<file path="config.mk">
export PLATFORM = sky130hd
export DESIGN_NAME = tsg
export DESIGN_NICKNAME = d
export VERILOG_FILES = /design/src/rtl/tsg_pkg.sv /design/src/rtl/tsg.sv
export SDC_FILE = /design/constraint.sdc
export NUM_CORES = 1
export LEC_CHECK = 0
export BUFFER_PORTS_ARGS = -buffer_cell sky130_fd_sc_hd__buf_2
export CAP_MARGIN = 5
export CORE_MARGIN = 8
export CORE_UTILIZATION = 40
export DETAILED_ROUTE_END_ITERATION = 12
export GPL_ROUTABILITY_DRIVEN = 0
export PLACE_DENSITY = 0.71
export SETUP_SLACK_MARGIN = 0.15
export SLEW_MARGIN = 25
export SYNTH_ARGS = -nofsm -noshare
export SYNTH_HDL_FRONTEND = slang
export SYNTH_SLANG_ARGS = --single-unit
</file>
<file path="constraint.sdc">
create_clock -name clk -period 2.5 [get_ports clk]
set_clock_uncertainty 0.2 [all_clocks]
set_input_delay 0.375 -clock clk [delete_from_list [all_inputs] [get_ports clk]]
set_output_delay 0.375 -clock clk [all_outputs]
set_load 0.1 [all_outputs]
</file>
<file path="src/rtl/tsg_pkg.sv">
// tsg_pkg: shared training-set constants, LTSSM state/substate codes and the
// combinational TS symbol builder used by the TS generator.
`timescale 1ns/1ps
package tsg_pkg;

  localparam int unsigned SYM_W   = 8;
  localparam int unsigned NUM_SYM = 16;
  localparam int unsigned TS_W    = SYM_W * NUM_SYM;
  localparam int unsigned INFO_W  = 8;
  localparam int unsigned LANE_W  = 4;
  localparam int unsigned RATE_W  = 6;
  localparam int unsigned CODE_W  = 4;

  // Symbol values
  localparam logic [SYM_W-1:0]  COM          = 8'hBC;
  localparam logic [SYM_W-1:0]  PADG12       = 8'hF7;
  localparam logic [SYM_W-1:0]  TS1_IDTFR    = 8'h4A;
  localparam logic [SYM_W-1:0]  TS2_IDTFR    = 8'h45;
  localparam logic [SYM_W-1:0]  LINK_NUM     = 8'h01;
  localparam logic [RATE_W-1:0] RATE_SUPPORT = 6'h02;

  // LTSSM major states
  localparam logic [CODE_W-1:0] LTSSM_POLL = 4'h2;
  localparam logic [CODE_W-1:0] LTSSM_CFG  = 4'h3;

  // Polling substates
  localparam logic [CODE_W-1:0] POLL_ACTIVE = 4'h0;
  localparam logic [CODE_W-1:0] POLL_CONFIG = 4'h1;

  // Configuration substates
  localparam logic [CODE_W-1:0] CFG_LW_START = 4'h0;
  localparam logic [CODE_W-1:0] CFG_LW_ACC   = 4'h1;
  localparam logic [CODE_W-1:0] CFG_LN_WAIT  = 4'h2;
  localparam logic [CODE_W-1:0] CFG_LN_ACC   = 4'h3;
  localparam logic [CODE_W-1:0] CFG_COMPLETE = 4'h4;
  localparam logic [CODE_W-1:0] CFG_IDLE     = 4'h5;

  // Port role
  localparam logic MODE_DSP = 1'b0;
  localparam logic MODE_USP = 1'b1;

  // Index 0 is the first symbol on the wire and lands in bits [127:120]
  typedef logic [0:NUM_SYM-1][SYM_W-1:0] ts_sym_t;

  typedef struct packed {
    logic [CODE_W-1:0] ltssm;
    logic [CODE_W-1:0] sub;
  } ts_info_t;

  typedef enum logic {
    TSG_IDLE = 1'b0,
    TSG_SEND = 1'b1
  } tsg_state_e;

  // Only Polling and Configuration produce training sets
  function automatic logic is_handled(input ts_info_t info);
    return (info.ltssm == LTSSM_POLL) || (info.ltssm == LTSSM_CFG);
  endfunction

  function automatic logic is_poll_active(input ts_info_t info);
    return (info.ltssm == LTSSM_POLL) && (info.sub == POLL_ACTIVE);
  endfunction

  // Freshly loaded TS content; upstream link/lane echo starts as PAD and is
  // filled in later by capture while sending.
  function automatic ts_sym_t build_ts(input ts_info_t          info,
                                       input logic              mode,
                                       input logic [LANE_W-1:0] lane_num);
    ts_sym_t ts;
    ts    = '0;
    ts[0] = COM;
    ts[1] = PADG12;
    ts[2] = PADG12;
    ts[3] = 8'hFF;
    ts[4] = SYM_W'({2'b00, RATE_SUPPORT});
    ts[5] = 8'h00;
    for (int i = 6; i < int'(NUM_SYM); i++) ts[i] = TS1_IDTFR;
    if (info.ltssm == LTSSM_POLL) begin
      if (info.sub != POLL_ACTIVE) begin
        for (int i = 6; i < int'(NUM_SYM); i++) ts[i] = TS2_IDTFR;
      end
    end else if (info.ltssm == LTSSM_CFG) begin
      if (info.sub == CFG_COMPLETE) begin
        for (int i = 6; i < int'(NUM_SYM); i++) ts[i] = TS2_IDTFR;
      end
      if (mode == MODE_DSP) begin
        ts[1] = LINK_NUM;
        if (info.sub != CFG_LW_START) ts[2] = SYM_W'({4'h0, lane_num});
      end
    end
    return ts;
  endfunction

endpackage

</file>
<file path="src/rtl/tsg.sv">
// tsg: TS generator, transmit side of the LTSSM training-set path.
// Builds the TS1/TS2 for the current state/substate, emits one every TS_PERIOD
// cycles, counts them and flags when enough have been sent. Upstream ports
// fold link/lane numbers received by the analyzer into later TSs.
// Ports:
//   clk, rst                 clock, synchronous active-high reset
//   ts_info/ts_update        FSM load request ([7:4] state, [3:0] substate), held until ack
//   ts_update_ack            1-cycle ack of a load request
//   ts_stop                  stop emission, back to IDLE
//   mode, lane_num           DSP/USP role, local lane number
//   rcv_link_num(_vld)       link number seen by the analyzer
//   rcv_lane_num(_vld)       lane number seen by the analyzer
//   tsg_update_ack           1-cycle pulse after a received number is captured
//   ts_sent_enough           sent count reached the substate target (level)
//   local_ts_valid/local_ts  TS strobe and 128-bit TS, symbol 0 in [127:120]
`timescale 1ns/1ps
module tsg
  import tsg_pkg::*;
#(
  parameter int unsigned TS_PERIOD       = 16,
  parameter int unsigned CNT_W           = 16,
  parameter int unsigned TX_NUM_POLL_ACT = 1024,
  parameter int unsigned TX_NUM_GENERAL  = 16
) (
  input  logic              clk,
  input  logic              rst,
  input  logic [INFO_W-1:0] ts_info,
  input  logic              ts_update,
  output logic              ts_update_ack,
  input  logic              ts_stop,
  input  logic              mode,
  input  logic [LANE_W-1:0] lane_num,
  input  logic [SYM_W-1:0]  rcv_link_num,
  input  logic              rcv_link_num_vld,
  input  logic [SYM_W-1:0]  rcv_lane_num,
  input  logic              rcv_lane_num_vld,
  output logic              tsg_update_ack,
  output logic              ts_sent_enough,
  output logic              local_ts_valid,
  output logic [TS_W-1:0]   local_ts
);

  localparam int unsigned PER_W = (TS_PERIOD > 1) ? $clog2(TS_PERIOD) : 1;
  localparam logic [PER_W-1:0] PER_LAST    = PER_W'(TS_PERIOD - 1);
  localparam logic [CNT_W-1:0] TGT_POLL    = CNT_W'(TX_NUM_POLL_ACT);
  localparam logic [CNT_W-1:0] TGT_GENERAL = CNT_W'(TX_NUM_GENERAL);
  localparam logic [CNT_W-1:0] CNT_MAX     = {CNT_W{1'b1}};

  tsg_state_e       state_q, state_d;
  ts_info_t         info_q, info_d;
  ts_sym_t          sym_q, sym_d;
  logic [PER_W-1:0] per_q, per_d;
  logic [CNT_W-1:0] sent_q, sent_d;
  logic             enough_q, enough_d;
  logic             ack_q, ack_d;
  logic             tsg_ack_q, tsg_ack_d;
  logic             vld_q, vld_d;
  logic [TS_W-1:0]  ts_q, ts_d;

  ts_info_t         req_info;
  logic             new_req;
  logic [CNT_W-1:0] target;
  logic             usp_cfg;

  // A held ts_update is only a new request once the previous ack has dropped
  assign req_info = ts_info_t'(ts_info);
  assign new_req  = ts_update && !ack_q;
  assign target   = is_poll_active(info_q) ? TGT_POLL : TGT_GENERAL;
  assign usp_cfg  = (info_q.ltssm == LTSSM_CFG) && (mode == MODE_USP);

  // Next-state, counters, symbol capture and output strobes
  always_comb begin
    state_d   = state_q;
    info_d    = info_q;
    sym_d     = sym_q;
    per_d     = per_q;
    sent_d    = sent_q;
    enough_d  = enough_q;
    ack_d     = 1'b0;
    tsg_ack_d = 1'b0;
    vld_d     = 1'b0;
    ts_d      = ts_q;

    unique case (state_q)
      TSG_IDLE: begin
        per_d    = '0;
        sent_d   = '0;
        enough_d = 1'b0;
        if (new_req) begin
          ack_d = 1'b1;
          if (is_handled(req_info)) begin
            info_d  = req_info;
            sym_d   = build_ts(req_info, mode, lane_num);
            state_d = TSG_SEND;
          end
        end
      end

      TSG_SEND: begin
        if (ts_stop) begin
          // Stop wins over a simultaneous update, which stays pending for IDLE
          state_d  = TSG_IDLE;
          per_d    = '0;
          sent_d   = '0;
          enough_d = 1'b0;
        end else if (new_req) begin
          ack_d    = 1'b1;
          per_d    = '0;
          sent_d   = '0;
          enough_d = 1'b0;
          if (is_handled(req_info)) begin
            info_d = req_info;
            sym_d  = build_ts(req_info, mode, lane_num);
          end else begin
            state_d = TSG_IDLE;
          end
        end else begin
          if (per_q == PER_LAST) begin
            per_d = '0;
            vld_d = 1'b1;
            ts_d  = TS_W'(sym_q);
            if (sent_q != CNT_MAX) sent_d = sent_q + CNT_W'(1);
          end else begin
            per_d = per_q + PER_W'(1);
          end
          // Registered from the count, so it rises one cycle after the strobe
          enough_d = (sent_q >= target);
          // Captures land in the symbol regs; the strobe above already took
          // the old copy, so a change only shows from the next TS.
          if (usp_cfg) begin
            if (rcv_link_num_vld && (rcv_link_num != sym_q[1])) begin
              sym_d[1]  = rcv_link_num;
              tsg_ack_d = 1'b1;
            end
            if ((info_q.sub != CFG_LW_START) && rcv_lane_num_vld &&
                (rcv_lane_num != sym_q[2])) begin
              sym_d[2]  = rcv_lane_num;
              tsg_ack_d = 1'b1;
            end
          end
        end
      end

      default: state_d = TSG_IDLE;
    endcase
  end

  // State and output registers
  always_ff @(posedge clk) begin
    if (rst) begin
      state_q   <= TSG_IDLE;
      info_q    <= '0;
      sym_q     <= '0;
      per_q     <= '0;
      sent_q    <= '0;
      enough_q  <= 1'b0;
      ack_q     <= 1'b0;
      tsg_ack_q <= 1'b0;
      vld_q     <= 1'b0;
      ts_q      <= '0;
    end else begin
      state_q   <= state_d;
      info_q    <= info_d;
      sym_q     <= sym_d;
      per_q     <= per_d;
      sent_q    <= sent_d;
      enough_q  <= enough_d;
      ack_q     <= ack_d;
      tsg_ack_q <= tsg_ack_d;
      vld_q     <= vld_d;
      ts_q      <= ts_d;
    end
  end

  assign ts_update_ack  = ack_q;
  assign tsg_update_ack = tsg_ack_q;
  assign ts_sent_enough = enough_q;
  assign local_ts_valid = vld_q;
  assign local_ts       = ts_q;

endmodule

</file>
Word-level counts from Yosys, hierarchy flattened
Cells that the tools add are included.
{"block": "classes", "add_sub_neg": 2, "n_lt_le_gt_ge": 1, "n_eq_ne": 17, "muxes": 46, "n_bitwise": 4, "n_reduce_logical": 18}
{"cell": "128-bit two-way mux", "n": 3}
{"cell": "128-bit one-hot mux with 2 select lines", "n": 1}
{"cell": "80-bit two-way mux", "n": 2}
{"cell": "76-bit two-way mux", "n": 2}
{"cell": "16-bit two-way mux", "n": 9}
{"cell": "104-bit two-way mux", "n": 1}
{"cell": "8-bit two-way mux", "n": 7}
{"cell": "16-bit one-hot mux with 2 select lines", "n": 1}
{"cell": "16-bit by 1-bit adder with 16-bit output (second input constant)", "n": 1}
{"cell": "4-bit by 2-bit equality test with 1-bit output (second input constant)", "n": 4}
{"cell": "16-bit by 11-bit greater-or-equal comparator with 1-bit output", "n": 1}
{"cell": "16-bit != test (second input constant)", "n": 1}
{"cell": "8-bit != test", "n": 2}
{"cell": "8-bit one-hot mux with 2 select lines", "n": 1}
{"cell": "4-bit two-way mux", "n": 3}
{"cell": "4-bit AND reduction", "n": 3}
{"cell": "1-bit two-way mux", "n": 11}
{"cell": "11-bit two-way mux", "n": 1}
{"cell": "3-bit by 1-bit != test with 1-bit output (second input constant)", "n": 3}
{"cell": "4-bit by 2-bit != test with 1-bit output (second input constant)", "n": 2}
{"cell": "4-bit one-hot mux with 2 select lines", "n": 1}
{"cell": "4-bit nonzero test", "n": 2}
{"cell": "1-bit logical AND", "n": 6}
{"cell": "1-bit one-hot mux with 2 select lines", "n": 3}
{"cell": "other kinds (13)", "n": 17}
{"block": "word_totals", "reg_bits": 289, "in_bits": 35, "output_inout_bits": 132, "elab_cells": 114}

Logic depth before layout (Yosys ltp)
{"block": "logic_depth", "depth_word": 9, "depth_mapped": 7, "depth_no_buf": 7}

Least setup slack after synthesis
No wires, ideal clock.
{"block": "synth_timing", "path_kind": "flip-flop to flip-flop", "from": "register ack_q, in the netlist ts_update_ack", "to": "register sym_q[113] (netlist name)", "setup_time_ps": 92, "t_arrival_ps": 2266, "path_slack_ps": -58, "stages_incl_launch_ff": 6, "path_cell_list": "dfxtp_1 nand2b_1 nand2_1 a2111o_1 a21boi_4 o32ai_1"}
{"block": "synth_via", "elab_chain_cells": 5, "elab_cells_between_ends": 9, "cone_classes": "eq/ne: 3; mux: 3; reduce/logical: 3"}
{"item": "start: declaration", "line": "tsg.sv:55", "rtl": "logic ack_q, ack_d;"}
{"item": "start signal: assignment", "line": "tsg.sv:168", "rtl": "ack_q <= ack_d;"}
{"item": "1-bit logical NOT (*)", "line": "tsg.sv:67", "rtl": "assign new_req = ts_update && !ack_q;"}
{"item": "1-bit logical AND (*)", "line": "tsg.sv:67"}
{"item": "16-bit two-way mux", "line": "tsg.sv:106", "rtl": "end else if (new_req) begin"}
{"item": "128-bit two-way mux", "line": "tsg.sv:100", "rtl": "if (ts_stop) begin"}
{"item": "128-bit one-hot mux with 2 select lines", "line": "tsg.sv:84", "rtl": "unique case (state_q)"}
{"item": "end signal: assignment", "line": "tsg.sv:164", "rtl": "sym_q <= sym_d;"}
{"item": "end: declaration", "line": "tsg.sv:51", "rtl": "ts_sym_t sym_q, sym_d;"}
Mark *: on every way between the ends. The rest lies on a longest branch, timed or not. The select of a mux whose other input is x is not followed.
A chain may end at the register's enable or synchronous reset.

Worst setup path in the final report
{"block": "layout_timing", "from": "register info_q[1] (netlist name)", "to": "register enough_q, in the netlist ts_sent_enough"}
{"block": "layout_via", "elab_chain_cells": 7}
{"item": "start: declaration", "line": "tsg.sv:50", "rtl": "ts_info_t info_q, info_d;"}
{"item": "start signal: assignment", "line": "tsg.sv:163", "rtl": "info_q <= info_d;"}
{"item": "4-bit logical NOT", "line": "tsg_pkg.sv:61", "rtl": "return (info.ltssm == LTSSM_POLL) && (info.sub == POLL_ACTIVE);"}
{"item": "1-bit logical AND", "line": "tsg_pkg.sv:61"}
{"item": "11-bit two-way mux", "line": "tsg.sv:68", "rtl": "assign target = is_poll_active(info_q) ? TGT_POLL : TGT_GENERAL;"}
{"item": "16-bit by 11-bit greater-or-equal comparator with 1-bit output", "line": "tsg.sv:127", "rtl": "enough_d = (sent_q >= target);"}
{"item": "1-bit two-way mux", "line": "tsg.sv:106"}
{"item": "1-bit two-way mux", "line": "tsg.sv:100"}
{"item": "1-bit one-hot mux with 2 select lines", "line": "tsg.sv:84"}
{"item": "end signal: assignment", "line": "tsg.sv:167", "rtl": "enough_q <= enough_d;"}
{"item": "end: declaration", "line": "tsg.sv:54", "rtl": "logic enough_q, enough_d;"}
No other way between the ends.

==> qor.yml <==
clkSinkCount: 71
worstPathCellList: "or4_4 -> or3_4 -> ha_4 -> nand3_2 -> nand4b_1 -> a2111oi_2 -> nor2_1"
ir_worst_vdd_mv: 0.293
slew_headroom_pct: 64.3
io_buffer_count: 118
hpwl_um: 7500
fp.dieH_um: 116
cpMaxStageDelayCell: "or4_4"
ant_nets: 0
insertion_delay_ns: 0.35
clkSlewWorstSetupHoldPaths_ns: 0.07
critPathCaptureType: "register"
final.setup.tns_ns: 0
dr.pass1.iters: 4
n_fill_cell: 990
final_hold_viol_count: 0
seq_area_frac_synth_pct: 35.8
antenna_found_initial: 1
ys_seq_elements: 71
drive_gt1_share_pct: 27.5
die-area_sq_um: 13400
r2r_start: "info_q[1]"
seqCellArea_sq_um: 1420
grt_pass1_vias: 3015
holdPathEnd: "info_q[1]"
netlist.area_leader.share_pct: 35.8
dieWidth_um: 116
critical-path-max-stage-delay_ns: 0.52
drv_cap: 0
outcome: "finished, final reports clean"
layout_setup_ws_ns: 0.142
yosys-top-cells-area: "dfxtp_1 36%, buf_4 21%, nand2_1 5.7%"
holdPathStages: 3
nets: 587
hold_class: "in -> reg"
cp.required_ns: 2.53
stdcell_count: 686
p_leak_uw: 0.00197
grt_pass1_wl_um: 14400
place_inst: 668
postSynth.asyncResetShare_pct: 0
yosys.area.top_type: "dfxtp_1"
numCtsBuffers: 9
hp-start: "ts_info[1]"
mostFrequentLayoutCell: "buf_2"
grt_max_degree: 29
drc_errors: 0
final_cell_mix: "118 x buf_2, 69 x dfxtp_1, 60 x nand2_1"
avgRoutedWirePerCell_um: 13.8
via_per_inst: 4.62
dr.first_iter.drc_count: 169
cts_root_buffer: "clkbuf_8"
dp_slack_ns: 0.109
start_kind: "register"
syn_area_sq_um: 3980
power.density_nw_per_um2: 621
rsz0062_at_grt: "true"
ctsHtreeMaxLevel: 3
netlist_instances: 488
vias: 3166
hold_buffers: 0
holdWs_ns: 0.0846
wl_um: 9440
worst_pin_slew_ns: 0.530
r2r_slack_ns: 0.14
overflow: 0
grt.total_usage_pct: 13.5
clock_path_buffers: 2
synth_edf_count: 0
r2r-end: "ts_sent_enough"
path_class: "reg -> reg"
fp-row-count: 36
post_synth_num_cell_types: 44
setup_viol_count_final: 0
start_util_pct: 40.9
ys_warn_count: 0
cts_tree: "done"
clock.fmax_mhz: 424
multi_input_area_sq_um: 1860
path_max_fanout: 2
syn_area_per_cell_sq_um: 8.15
post-route-util_pct: 44.9
ios: 167
crit_arrival_ns: 2.39
period_needed_ns: 2.36
ys.flop_type: "dfxtp_1"
drv_slew: 0
reg2regPathDepth: 7
coreArea_sq_um: 9730
syn_to_final_growth_pct: 9.95
fin_crit_sh_pct: 94.3
logic make-up after synthesis:
group / share of synthesized area [%]
buffers and inverters: 22.9
AOI/OAI and AO/OA: 11.3
xor gates and xnor gates: 6.83
muxes: 0.504
other: 0.0943
adders and majority gates: 1.57
and+or+nand+nor: 21.0
DFF: 35.8
worst max path at each step:
stage	startpoint	slack (ns)	cells after the start	endpoint
2_1_floorplan	local_ts[125]	0.16	1	local_ts[100]
3_3_place_gp	info_q[2]	0.12	7	ts_sent_enough
3_5_place_dp	info_q[2]	0.11	7	ts_sent_enough
4_1_cts	info_q[1]	0.16	7	ts_sent_enough
5_1_grt	info_q[1]	0.06	7	ts_sent_enough
6_report	info_q[1]	0.14	7	ts_sent_enough
through the flow:
step | power, uW | area, sq um
2_1_floorplan | 1620 | 4160
3_3_place_gp | 1620 | 4080
3_5_place_dp | 1620 | 4080
4_1_cts | 2730 | 4340
5_1_grt | 2810 | 4370
6_report | 2710 | 4370
report_power, final:
group	internal, uW	switching (uW)
Sequential	1140	9.61
Clock	666	443
Combinational	55.4	397
Total	1860	849
area by class of cell:
class,count,share of cell area (%)
clock inverters,7,2.75
flip-flops and latches,71,32.6
well taps,133,3.81
clock buffers,9,2.83
repair buffers,124,14.5
multi-input cells,330,42.5
diodes,1,0.0573
inverters,11,0.945
registers in the layout (all words and copies together) (netlist names):
register        count
sent_q             16
ts_update_ack       1
local_ts_valid      1
ts_sent_enough      1
local_ts           19
sym_q              19
per_q               4
state_q             1
info_q              8
tsg_update_ack      1
repair_timing:
| action | CTS | global route |
|---|---|---|
| gates resized for setup | 2 | 5 |
| pin swaps | 4 | 3 |
| setup endpoints to repair | 1 | 3 |
| buffers inserted | 0 | 1 |
layer usage:
layer / share of wire (%) / global-route usage (%)
met5: 0 / 0
met4: 1.8 / 7.00
met3: 10 / 4.48
met2: 47 / 21.4
met1: 41 / 15.9
synthesized netlist by cell type, drive strengths merged, types with 2 or more instances:
master,number
buf,109
dfxtp,71
nand2,60
nor2,42
a21oi,36
xor2,21
clkbuf,14
nor3,12
inv,11
nand3,10
o21ai,10
xnor2,10
nor4,9
o32ai,8
and2,6
nand2b,6
ha,5
a221oi,4
and3,4
and4,4
nand4,4
nor3b,3
o22ai,3
or2,3
or3,3
a211o,2
mux2i,2
nor2b,2
o211ai,2
or3b,2
or4,2
worst max-delay path: cells and delay by family (launching register included):
kind                       cells  cell delay, ns
and+or+nand+nor                5            1.12
adders and majority gates      1            0.23
AOI/OAI and AO/OA              1            0.37
DFF                            1            0.32
No activity file was read; power rests on OpenSTA's default activity.
